===== config.mk =====
export PLATFORM = sky130hd
export DESIGN_NAME = rf_port_arbiter
export DESIGN_NICKNAME = d
export VERILOG_FILES = /design/src/rtl/rf_arb_pkg.sv /design/src/rtl/rf_wr_queue.sv /design/src/rtl/rf_port_arbiter.sv
export SDC_FILE = /design/constraint.sdc
export NUM_CORES = 1
export LEC_CHECK = 0
export ABC_CLOCK_PERIOD_IN_PS = 6530
export CORE_MARGIN = 2
export CORE_UTILIZATION = 25
export CTS_CLUSTER_SIZE = 12
export DETAILED_ROUTE_END_ITERATION = 7
export GPL_ROUTABILITY_DRIVEN = 0
export GPL_TIMING_DRIVEN = 0
export HOLD_SLACK_MARGIN = 0.08
export SLEW_MARGIN = 0
export SYNTH_ARGS = -nofsm -noshare
export SYNTH_HDL_FRONTEND = slang
export SYNTH_SLANG_ARGS = --single-unit

===== constraint.sdc =====
create_clock -name clk -period 6.53 [get_ports clk]
set_clock_uncertainty 0.2 [all_clocks]
set_input_delay 0.9795 -clock clk [delete_from_list [all_inputs] [get_ports clk]]
set_output_delay 0.9795 -clock clk [all_outputs]
set_load 0.005 [all_outputs]

===== src/rtl/rf_arb_pkg.sv =====
// Shared types for the register-file port arbiter: default widths, the
// per-cycle grant encoding and the read-pipeline tag.
package rf_arb_pkg;

  localparam int RF_AW = 5;
  localparam int RF_DW = 32;

  typedef enum logic [2:0] {
    GNT_NONE    = 3'd0,
    GNT_WR_FULL = 3'd1,
    GNT_DBG     = 3'd2,
    GNT_RD      = 3'd3,
    GNT_WR      = 3'd4
  } grant_e;

  typedef enum logic {
    TAG_RD  = 1'b0,
    TAG_DBG = 1'b1
  } tag_e;

endpackage


===== src/rtl/rf_wr_queue.sv =====
// Circular write-back queue. Besides push/pop it reports, per read port,
// which valid entries match the read address and the data of the youngest
// matching entry (address 0 never matches).
module rf_wr_queue
  import rf_arb_pkg::*;
#(
  parameter int DEPTH = 4,
  parameter int DW    = RF_DW,
  parameter int AW    = RF_AW
) (
  input  logic                     clk,
  input  logic                     reset,
  input  logic                     push_i,
  input  logic [AW-1:0]            push_addr_i,
  input  logic [DW-1:0]            push_data_i,
  input  logic                     pop_i,
  output logic [$clog2(DEPTH):0]   count_o,
  output logic [AW-1:0]            head_addr_o,
  output logic [DW-1:0]            head_data_o,
  input  logic [AW-1:0]            raddr1_i,
  input  logic [AW-1:0]            raddr2_i,
  output logic [DEPTH-1:0]         match1_o,
  output logic [DEPTH-1:0]         match2_o,
  output logic                     hit1_o,
  output logic                     hit2_o,
  output logic [DW-1:0]            hit_data1_o,
  output logic [DW-1:0]            hit_data2_o
);

  localparam int PW = $clog2(DEPTH);
  localparam int CW = PW + 1;

  logic [AW-1:0] addr_q [DEPTH];
  logic [DW-1:0] data_q [DEPTH];
  logic [PW-1:0] head_q, tail_q;
  logic [CW-1:0] count_q, count_d;
  logic [PW-1:0] idx_s;

  // Occupancy next state: simultaneous push and pop leaves the count unchanged.
  always_comb begin
    count_d = count_q;
    if (push_i && !pop_i) begin
      count_d = count_q + CW'(1);
    end else if (!push_i && pop_i) begin
      count_d = count_q - CW'(1);
    end else begin
      count_d = count_q;
    end
  end

  // Pointer and occupancy registers; reset discards all queued entries.
  always_ff @(posedge clk or posedge reset) begin
    if (reset) begin
      head_q  <= '0;
      tail_q  <= '0;
      count_q <= '0;
    end else begin
      if (push_i) tail_q <= tail_q + PW'(1);
      if (pop_i)  head_q <= head_q + PW'(1);
      count_q <= count_d;
    end
  end

  // Entry storage; validity is tracked by the pointers, so no reset needed.
  always_ff @(posedge clk) begin
    if (push_i) begin
      addr_q[tail_q] <= push_addr_i;
      data_q[tail_q] <= push_data_i;
    end
  end

  // Walk entries oldest to youngest so the last match seen is the youngest.
  always_comb begin
    match1_o    = '0;
    match2_o    = '0;
    hit1_o      = 1'b0;
    hit2_o      = 1'b0;
    hit_data1_o = '0;
    hit_data2_o = '0;
    idx_s       = '0;
    for (int k = 0; k < DEPTH; k++) begin
      idx_s = head_q + PW'(k);
      if (CW'(k) < count_q) begin
        if ((raddr1_i != '0) && (addr_q[idx_s] == raddr1_i)) begin
          match1_o[idx_s] = 1'b1;
          hit1_o          = 1'b1;
          hit_data1_o     = data_q[idx_s];
        end
        if ((raddr2_i != '0) && (addr_q[idx_s] == raddr2_i)) begin
          match2_o[idx_s] = 1'b1;
          hit2_o          = 1'b1;
          hit_data2_o     = data_q[idx_s];
        end
      end
    end
  end

  assign count_o     = count_q;
  assign head_addr_o = addr_q[head_q];
  assign head_data_o = data_q[head_q];

endmodule


===== src/rtl/rf_port_arbiter.sv =====
// Arbitrates the single register-file port between decode reads, queued
// writeback writes and debug accesses. Reads have a fixed 2-cycle latency.
// Optional build macro RF_ARB_BYPASS_EN: forward queued write data to reads
// instead of stalling them on address hazards.
module rf_port_arbiter
  import rf_arb_pkg::*;
#(
  parameter int WQ_DEPTH = 4,
  parameter int DW       = RF_DW,
  parameter int AW       = RF_AW
) (
  input  logic                       clk,
  input  logic                       reset,
  input  logic                       rd_req,
  input  logic [AW-1:0]              rd_addr1,
  input  logic [AW-1:0]              rd_addr2,
  output logic                       rd_ack,
  output logic                       rd_valid,
  output logic [DW-1:0]              rd_data1,
  output logic [DW-1:0]              rd_data2,
  input  logic                       wr_req,
  input  logic [AW-1:0]              wr_addr,
  input  logic [DW-1:0]              wr_data,
  output logic                       wr_ready,
  input  logic                       dbg_req,
  input  logic                       dbg_we,
  input  logic [AW-1:0]              dbg_addr,
  input  logic [DW-1:0]              dbg_wdata,
  output logic                       dbg_ack,
  output logic                       dbg_rvalid,
  output logic [DW-1:0]              dbg_rdata,
  output logic                       rf_re,
  output logic                       rf_we,
  output logic [AW-1:0]              rf_raddr1,
  output logic [AW-1:0]              rf_raddr2,
  output logic [AW-1:0]              rf_waddr,
  output logic [DW-1:0]              rf_wdata,
  input  logic [DW-1:0]              rf_rdata1,
  input  logic [DW-1:0]              rf_rdata2,
  output logic [$clog2(WQ_DEPTH):0]  wq_count
);

  localparam int CW = $clog2(WQ_DEPTH) + 1;

`ifdef RF_ARB_BYPASS_EN
  localparam bit BYPASS = 1'b1;
`else
  localparam bit BYPASS = 1'b0;
`endif

  grant_e                gnt_s;
  logic                  full_s, empty_s, hazard_s, push_s, pop_s;
  logic [AW-1:0]         head_addr_s;
  logic [DW-1:0]         head_data_s;
  logic [WQ_DEPTH-1:0]   match1_s, match2_s;
  logic                  hit1_s, hit2_s;
  logic [DW-1:0]         hit_data1_s, hit_data2_s;

  // Read pipeline stage 1 (issue -> RF data available) and output stage.
  logic                  s1_valid_q, s1_valid_d;
  tag_e                  s1_tag_q, s1_tag_d;
  logic                  s1_hit1_q, s1_hit1_d, s1_hit2_q, s1_hit2_d;
  logic [DW-1:0]         s1_snap1_q, s1_snap1_d, s1_snap2_q, s1_snap2_d;
  logic                  rd_valid_q, rd_valid_d, dbg_rvalid_q, dbg_rvalid_d;
  logic [DW-1:0]         rd_data1_q, rd_data1_d, rd_data2_q, rd_data2_d;
  logic [DW-1:0]         dbg_rdata_q, dbg_rdata_d;

  rf_wr_queue #(
    .DEPTH (WQ_DEPTH),
    .DW    (DW),
    .AW    (AW)
  ) u_wq (
    .clk         (clk),
    .reset       (reset),
    .push_i      (push_s),
    .push_addr_i (wr_addr),
    .push_data_i (wr_data),
    .pop_i       (pop_s),
    .count_o     (wq_count),
    .head_addr_o (head_addr_s),
    .head_data_o (head_data_s),
    .raddr1_i    (rd_addr1),
    .raddr2_i    (rd_addr2),
    .match1_o    (match1_s),
    .match2_o    (match2_s),
    .hit1_o      (hit1_s),
    .hit2_o      (hit2_s),
    .hit_data1_o (hit_data1_s),
    .hit_data2_o (hit_data2_s)
  );

  // Ready depends only on the registered count; writes to r0 complete the
  // handshake but are dropped since r0 is hard-wired.
  assign full_s   = (wq_count == CW'(WQ_DEPTH));
  assign empty_s  = (wq_count == '0);
  assign wr_ready = !reset && !full_s;
  assign push_s   = wr_req && wr_ready && (wr_addr != '0);
  assign pop_s    = (gnt_s == GNT_WR_FULL) || (gnt_s == GNT_WR);
  assign hazard_s = !BYPASS && ((|match1_s) || (|match2_s));

  // Single grant per cycle in fixed priority order.
  always_comb begin
    gnt_s = GNT_NONE;
    if (reset) begin
      gnt_s = GNT_NONE;
    end else if (full_s) begin
      gnt_s = GNT_WR_FULL;
    end else if (dbg_req && empty_s) begin
      gnt_s = GNT_DBG;
    end else if (rd_req && !hazard_s) begin
      gnt_s = GNT_RD;
    end else if (!empty_s) begin
      gnt_s = GNT_WR;
    end else begin
      gnt_s = GNT_NONE;
    end
  end

  // Drive the register-file port and handshakes from the grant.
  always_comb begin
    rf_re     = 1'b0;
    rf_we     = 1'b0;
    rf_raddr1 = '0;
    rf_raddr2 = '0;
    rf_waddr  = '0;
    rf_wdata  = '0;
    rd_ack    = 1'b0;
    dbg_ack   = 1'b0;
    case (gnt_s)
      GNT_WR_FULL, GNT_WR: begin
        rf_we    = 1'b1;
        rf_waddr = head_addr_s;
        rf_wdata = head_data_s;
      end
      GNT_DBG: begin
        dbg_ack = 1'b1;
        if (dbg_we) begin
          rf_we    = 1'b1;
          rf_waddr = dbg_addr;
          rf_wdata = dbg_wdata;
        end else begin
          rf_re     = 1'b1;
          rf_raddr1 = dbg_addr;
        end
      end
      GNT_RD: begin
        rd_ack    = 1'b1;
        rf_re     = 1'b1;
        rf_raddr1 = rd_addr1;
        rf_raddr2 = rd_addr2;
      end
      default: begin
        rf_re = 1'b0;
      end
    endcase
  end

  // Stage-1 next state: tag the issued read and snapshot forwarded data.
  always_comb begin
    s1_valid_d = rf_re;
    s1_tag_d   = (gnt_s == GNT_DBG) ? TAG_DBG : TAG_RD;
    s1_hit1_d  = BYPASS && (gnt_s == GNT_RD) && hit1_s;
    s1_hit2_d  = BYPASS && (gnt_s == GNT_RD) && hit2_s;
    s1_snap1_d = hit_data1_s;
    s1_snap2_d = hit_data2_s;
  end

  // Capture stage: RF data (or forwarded snapshot) lands in output registers.
  always_comb begin
    rd_valid_d   = s1_valid_q && (s1_tag_q == TAG_RD);
    dbg_rvalid_d = s1_valid_q && (s1_tag_q == TAG_DBG);
    rd_data1_d   = rd_data1_q;
    rd_data2_d   = rd_data2_q;
    dbg_rdata_d  = dbg_rdata_q;
    if (rd_valid_d) begin
      rd_data1_d = s1_hit1_q ? s1_snap1_q : rf_rdata1;
      rd_data2_d = s1_hit2_q ? s1_snap2_q : rf_rdata2;
    end else begin
      rd_data1_d = rd_data1_q;
      rd_data2_d = rd_data2_q;
    end
    if (dbg_rvalid_d) begin
      dbg_rdata_d = rf_rdata1;
    end else begin
      dbg_rdata_d = dbg_rdata_q;
    end
  end

  // Read pipeline registers; reset drops anything in flight.
  always_ff @(posedge clk or posedge reset) begin
    if (reset) begin
      s1_valid_q   <= 1'b0;
      s1_tag_q     <= TAG_RD;
      s1_hit1_q    <= 1'b0;
      s1_hit2_q    <= 1'b0;
      s1_snap1_q   <= '0;
      s1_snap2_q   <= '0;
      rd_valid_q   <= 1'b0;
      dbg_rvalid_q <= 1'b0;
      rd_data1_q   <= '0;
      rd_data2_q   <= '0;
      dbg_rdata_q  <= '0;
    end else begin
      s1_valid_q   <= s1_valid_d;
      s1_tag_q     <= s1_tag_d;
      s1_hit1_q    <= s1_hit1_d;
      s1_hit2_q    <= s1_hit2_d;
      s1_snap1_q   <= s1_snap1_d;
      s1_snap2_q   <= s1_snap2_d;
      rd_valid_q   <= rd_valid_d;
      dbg_rvalid_q <= dbg_rvalid_d;
      rd_data1_q   <= rd_data1_d;
      rd_data2_q   <= rd_data2_d;
      dbg_rdata_q  <= dbg_rdata_d;
    end
  end

  assign rd_valid   = rd_valid_q;
  assign rd_data1   = rd_data1_q;
  assign rd_data2   = rd_data2_q;
  assign dbg_rvalid = dbg_rvalid_q;
  assign dbg_rdata  = dbg_rdata_q;

endmodule


==> metrics.yaml, run 1 <==
portBuffers: 296
fill_cells: 4389
finalHoldViolations: 0
synth_cells: 743
crit_arrival_ns: 4.90
drtAntennaViolNets: 0
cpPeakStageDelay_ns: 0.57
status: "finished clean"
synth_nets: 909
synthArstFlopShare: 0.4196
holdBufCountCts: 0
die-area_um2: 47070
ys_warn_count: 0
hpwl_mm: 23.75
holdPathStages: 1
start_util: 0.2515
core_um2: 45090
power_leakage_nw: 5.914
routedWlPerCell_um: 18.80
vdd_drop_max_mv: 0.2205
final_core_util: 0.3603
route.vias.total: 7509
cpMaxStageDelayCell: "mux4_2"
cts.path.max_buffers: 3
nets: 1242
firstDrtPassIters: 5
path_depth: 16
fin_crit_sh: 0.9310
overflow: 0
dp.cells: 1644
finalMaxSlewViolations: 0
path_delay_family: "buffers and inverters"
area_growth_pct: 43.27
synth-seq-cells: 255
cp.required_ns: 5.35
synthFlopType: "edfxtp_1"
drive_above_1_share: 0.1949
io_pins: 307
critPathLaunchType: "flop"
antenna_found_initial: 4
tightest_slew_ns: 0.9376
hold_path_class: "flop to flop"
rsz0062_at_grt: "no"
cts_tree: "yes"
path_cells: "buf_6, buf_8, buf_8, inv_1, ha_2, mux4_2, xor2_1, nor2_1, o211ai_1, a41oi_1, o31a_1, o31ai_4, buf_12, clkbuf_2, o21ai_0, clkdlybuf4s50_1"
r2r_cells: 18
syn_area_um2: 11340
cts_made_buffers: 28
max_freq_ghz: 0.1645
drt_iter0_markers: 524
grt_usage: 0.1325
insertion_delay_ns: 0.55
crit_buf_inv: 7
maxCapViolCount: 0
grt_max_degree: 62
drc_errors: 0
rows: 78
die_x_um: 217.0
min_period_ns: 6.080
maxSlewHeadroom: 0.3749
final_cell_count_no_fill: 1699
clk_pin_slew_ns: 0.06
timing.critical_path.mode_cell: "buf_8"
grt_pass1_vias: 7939
synth-seq-area-share: 0.6281
routed_via_density: 4.420
routed_wl_mm: 31.94
synth_edf_count: 148
powerDensity_nw_per_um2: 441.9
cts_num_sinks: 255
critPathCaptureType: "output port"
fp.dieH_um: 217.0
cts_root_buf: "clkbuf_16"
p_total_mw: 7.178
synthDistinctLibCells: 45
setup_viol: 0
path_class: "flop to output port"
syn_avg_cell_area_um2: 15.26
cp_max_fo: 19
h-tree-depth: 1
grt_pass1_wl_mm: 47.76
==> cells by family after synthesis <==
group                    Yosys count  share of synthesized area
AO/OA/AOI/OAI                     73                    0.04149
XOR/XNOR                          46                    0.03553
adder cells (fa/ha/maj)           12                    0.01324
buffers and inverters             88                    0.03310
flip-flops                       255                     0.6281
multiplexers                     166                     0.2065
AND/OR/NAND/NOR                  103                    0.04205
==> final timing paths <==
| check | start | slack [ns] | end |
|---|---|---|---|
| max | u_wq.head_q[0]$_DFFE_PP0P_ | 0.45 | rf_wdata[29] |
| min | dbg_rdata[27]$_DFFE_PP0P_ | 0.30 | dbg_rdata[27]$_DFFE_PP0P_ |
| max reg2reg | u_wq.head_q[0]$_DFFE_PP0P_ | 1.95 | u_wq.count_o[2]$_DFFE_PP0P_ |
| min reg2reg | dbg_rdata[27]$_DFFE_PP0P_ | 0.30 | dbg_rdata[27]$_DFFE_PP0P_ |
| max in group asynchronous | reset | 4.64 | rd_data1[22]$_DFFE_PP0P_ |
| min in group asynchronous | reset | 0.76 | rd_data1[9]$_DFFE_PP0P_ |
==> Yosys cell counts, types with 12 or more instances <==
cell,instances,area (um^2)
and2_1,12,75.07
clkbuf_1,23,86.33
dfrtp_1,107,2678
edfxtp_1,148,4444
ha_1,12,150.1
inv_1,45,168.9
mux2_2,97,1092
mux2i_1,24,240.2
mux4_2,43,968.4
nand2_1,52,195.2
nor3_1,16,80.08
o21ai_0,41,205.2
xnor2_1,34,297.8
xor2_1,12,105.1
==> stage by stage <==
step / setup TNS, ns / setup WS, ns / instance area, um^2 / hold slack (ns)
final: 0 / 0.4502 / 16240 / 0.3015
after CTS: 0 / 0.02152 / 16220 / 0.3069
after floorplan: 0 / 0.7460 / 11340 / 0.3042
after global placement: -89.00 / -2.406 / 15050 / 0.2867
after detailed placement: -20.19 / -0.6303 / 15170 / 0.2939
after global routing: 0 / 0.1287 / 16240 / 0.3147
==> sequential cells by signal, summed over array words and instances, names as in the netlist, 2 cells and up <==
name	flops
dbg_rdata	32
rd_data1	32
rd_data2	32
u_wq.addr_q	20
u_wq.count_o	3
u_wq.data_q	128
u_wq.head_q	2
u_wq.tail_q	2
==> placed cells by master (no fill, tap or decap), types with 4 or more instances in the layout <==
cell type | netlist | final
and2_2 | 0 | 4
buf_12 | 0 | 5
buf_2 | 4 | 4
xnor2_1 | 34 | 34
a21oi_1 | 7 | 7
nor2_1 | 7 | 7
o21ai_0 | 41 | 41
mux2i_1 | 24 | 24
inv_1 | 45 | 44
clkdlybuf4s50_1 | 0 | 296
nor3_1 | 16 | 15
nor4_1 | 8 | 6
clkbuf_16 | 0 | 30
xor2_1 | 12 | 12
clkbuf_1 | 23 | 35
mux2_2 | 97 | 97
buf_1 | 8 | 7
mux4_2 | 43 | 43
a22o_1 | 6 | 6
bufinv_16 | 0 | 4
dfrtp_1 | 107 | 107
nand2_1 | 52 | 52
and2_1 | 12 | 8
clkbuf_8 | 0 | 5
ha_1 | 12 | 11
edfxtp_1 | 148 | 148
==> cell type report <==
cell class | count | area [um^2] | share of cell area
Antenna cell | 1 | 2.502 | 0.0001540
Timing Repair Buffer | 304 | 3105 | 0.1912
Tap cell | 600 | 750.7 | 0.04621
Multi-Input combinational cell | 400 | 3887 | 0.2393
Sequential cell | 255 | 7122 | 0.4384
Clock inverter | 5 | 127.6 | 0.007856
Clock buffer | 47 | 864.6 | 0.05322
Buffer | 41 | 209.0 | 0.01286
Inverter | 46 | 175.2 | 0.01078
==> power breakdown <==
group	internal (mW)	switching (mW)	total, mW
clock network	1.05	0.635	1.69
logic	1.79	1.33	3.13
registers	2.15	0.216	2.36
total	4.99	2.19	7.18
==> per-layer routing <==
metal  global-route usage  wire, um  up-vias
met3              0.03927      2818       45
met1               0.1675     13410     3727
met2               0.2219     14970      312
met4              0.03311       730        2
met5                    0        13        -
li1                     -         -     3423
==> what timing repair did <==
item	in CTS	in global routing
setup endpoints to repair	50	41
resized for setup	10	6
pin swaps	1	0
setup buffers	3	0
Note: power is estimated with default switching activity, not from simulation.
==> run 2, diff against run 1 <==
Settings changed: CTS_BUF_LIST set to sky130_fd_sc_hd__clkbuf_16.
==> metrics.yaml, run 2 (synthesis gave the netlist of run 1 again) <==
insertion_delay_ns: 0.55
finalMaxSlewViolations: 0
route.vias.total: 7507
critPathLaunchType: "flop"
io_pins: 307
finalHoldViolations: 0
layout_commonest_cell: "clkdlybuf4s50_1"
powerDensity_nw_per_um2: 438.3
cts_made_buffers: 28
rr_endpoint: "u_wq.count_o[2]$_DFFE_PP0P_"
nets: 1242
fin_ws_ns: 0.4610
crit_arrival_ns: 4.89
final_core_util: 0.3592
switchingPower_mw: 2.183
routed_wl_mm: 31.99
pwr-share-seq: 0.333
clkPwrFrac: 0.227
cp_max_fo: 19
place_ws_ns: -0.6303
r2r_cells: 18
clk_pin_slew_ns: 0.06
fp.dieH_um: 217.0
h-tree-depth: 1
setup_viol: 0
vdd_drop_max_mv: 0.2203
r2r_slack_ns: 1.96
die-area_um2: 47070
power_leakage_nw: 5.936
status: "finished clean"
start_util: 0.2515
largest_reg_flops: 128
grt_max_degree: 62
drc_errors: 0
cp.required_ns: 5.35
max_freq_ghz: 0.1648
min_to: "dbg_rdata[27]$_DFFE_PP0P_"
drt_iter0_markers: 482
final_cell_mix: "clkdlybuf4s50_1 (296), edfxtp_1 (148), dfrtp_1 (107), mux2_2 (97), inv_1 (56)"
path_class: "flop to output port"
maxSlewHeadroom: 0.3814
core_um2: 45090
area_growth_pct: 42.83
tns_ns: 0
rows: 78
fin_crit_sh: 0.9294
min_period_ns: 6.069
hold_ws_ns: 0.3018
routed_via_density: 4.418
cts_num_sinks: 255
top_register: "u_wq.data_q"
maxCapViolCount: 0
switching_share: 0.3076
firstDrtPassIters: 5
antenna_found_initial: 4
portBuffers: 296
p_int_mw: 4.914
cts_tree: "yes"
comb_power_share: 0.440
grt_usage: 0.1325
min-delay-start: "dbg_rdata[27]$_DFFE_PP0P_"
rsz0062_at_grt: "no"
r2r_start: "u_wq.head_q[0]$_DFFE_PP0P_"
drtAntennaViolNets: 0
hpwl_mm: 23.75
hold_path_class: "flop to flop"
die_x_um: 217.0
tightest_slew_ns: 0.9280
grt_pass1_vias: 7939
routedWlPerCell_um: 18.83
grt_pass1_wl_mm: 47.73
overflow: 0
cts_root_buf: "clkbuf_16"
cts.path.max_buffers: 3
holdPathStages: 1
critPathCaptureType: "output port"
fill_cells: 4397
drive_above_1_share: 0.1903
-- run 2: cell types whose count changed in the layout (fill, tap and decap cells not counted) --
| cell | previous run | this run |
|---|---|---|
| clkbuf_8 | 5 | 0 |
| inv_1 | 44 | 56 |
| clkbuf_1 | 35 | 23 |
| clkinv_1 | 1 | 6 |
-- run 2: stage by stage --
| step | std cells | cell area, um^2 | total power [mW] |
|---|---|---|---|
| floorplan | 743 | 11340 | 3.967 |
| global placement | 1639 | 15050 | 5.468 |
| detailed placement | 1644 | 15170 | 5.513 |
| CTS | 1699 | 16170 | 7.203 |
| global route | 1698 | 16190 | 7.523 |
| finish | 1699 | 16190 | 7.097 |
-- run 2: metal layers --
metal	track usage	part of all wire	vias to the layer above
met1	0.1672	0.42	3703
met2	0.2223	0.47	323
li1	-	-	3430
met4	0.03311	0.023	2
met3	0.03927	0.087	49
met5	0	0.00041	-
-- run 2: power by group through the flow --
stage	combinational [mW]	clock (mW)	sequential, mW
2_1_floorplan	1.58	0	2.39
3_3_place_gp	3.08	0	2.39
3_5_place_dp	3.11	0	2.40
4_1_cts	3.17	1.67	2.37
5_1_grt	3.39	1.72	2.41
6_report	3.12	1.61	2.37
-- run 2: final cells by class --
cell class | count | area (um^2) | share of cell area
diodes | 1 | 2.502 | 0.0001545
inverters | 46 | 175.2 | 0.01082
clock buffers | 30 | 750.7 | 0.04636
flip-flops and latches | 255 | 7122 | 0.4398
plain buffers | 41 | 209.0 | 0.01290
well taps | 600 | 750.7 | 0.04636
clock inverters | 22 | 191.4 | 0.01182
repair buffers | 304 | 3105 | 0.1918
multi-input cells | 400 | 3887 | 0.2401
-- run 2: worst max-delay path: stages (launching register included) --
cell and delay (ns):
dfrtp_1 0.40, buf_6 0.18, buf_8 0.23, buf_8 0.20, inv_1 0.09, ha_2 0.40, mux4_2 0.57, xor2_1 0.17
nor2_1 0.14, o211ai_1 0.14, a41oi_1 0.18, o31a_1 0.33, o31ai_4 0.12, buf_12 0.18, clkbuf_2 0.17, o21ai_0 0.26
clkdlybuf4s50_1 0.56
-- run 2: worst max path at each step --
| stage | start | endpoint | slack, ns |
|---|---|---|---|
| floorplan | reset | rf_waddr[4] | 0.75 |
| global placement | reset | rf_wdata[29] | -2.41 |
| detailed placement | u_wq.head_q[0]$_DFFE_PP0P_ | rf_wdata[2] | -0.63 |
| finish | u_wq.head_q[0]$_DFFE_PP0P_ | rf_wdata[29] | 0.46 |
| CTS | u_wq.head_q[0]$_DFFE_PP0P_ | rf_wdata[29] | 0.02 |
| global route | u_wq.head_q[0]$_DFFE_PP0P_ | rf_wdata[3] | 0.13 |
-- run 2: what timing repair did --
item | 4_1_cts | 5_1_grt
cloned | 0 | 0
pin swaps | 1 | 0
setup endpoints to repair | 50 | 41
gates resized for setup | 10 | 6
hold buffers | 0 | 0
setup buffers | 3 | 0
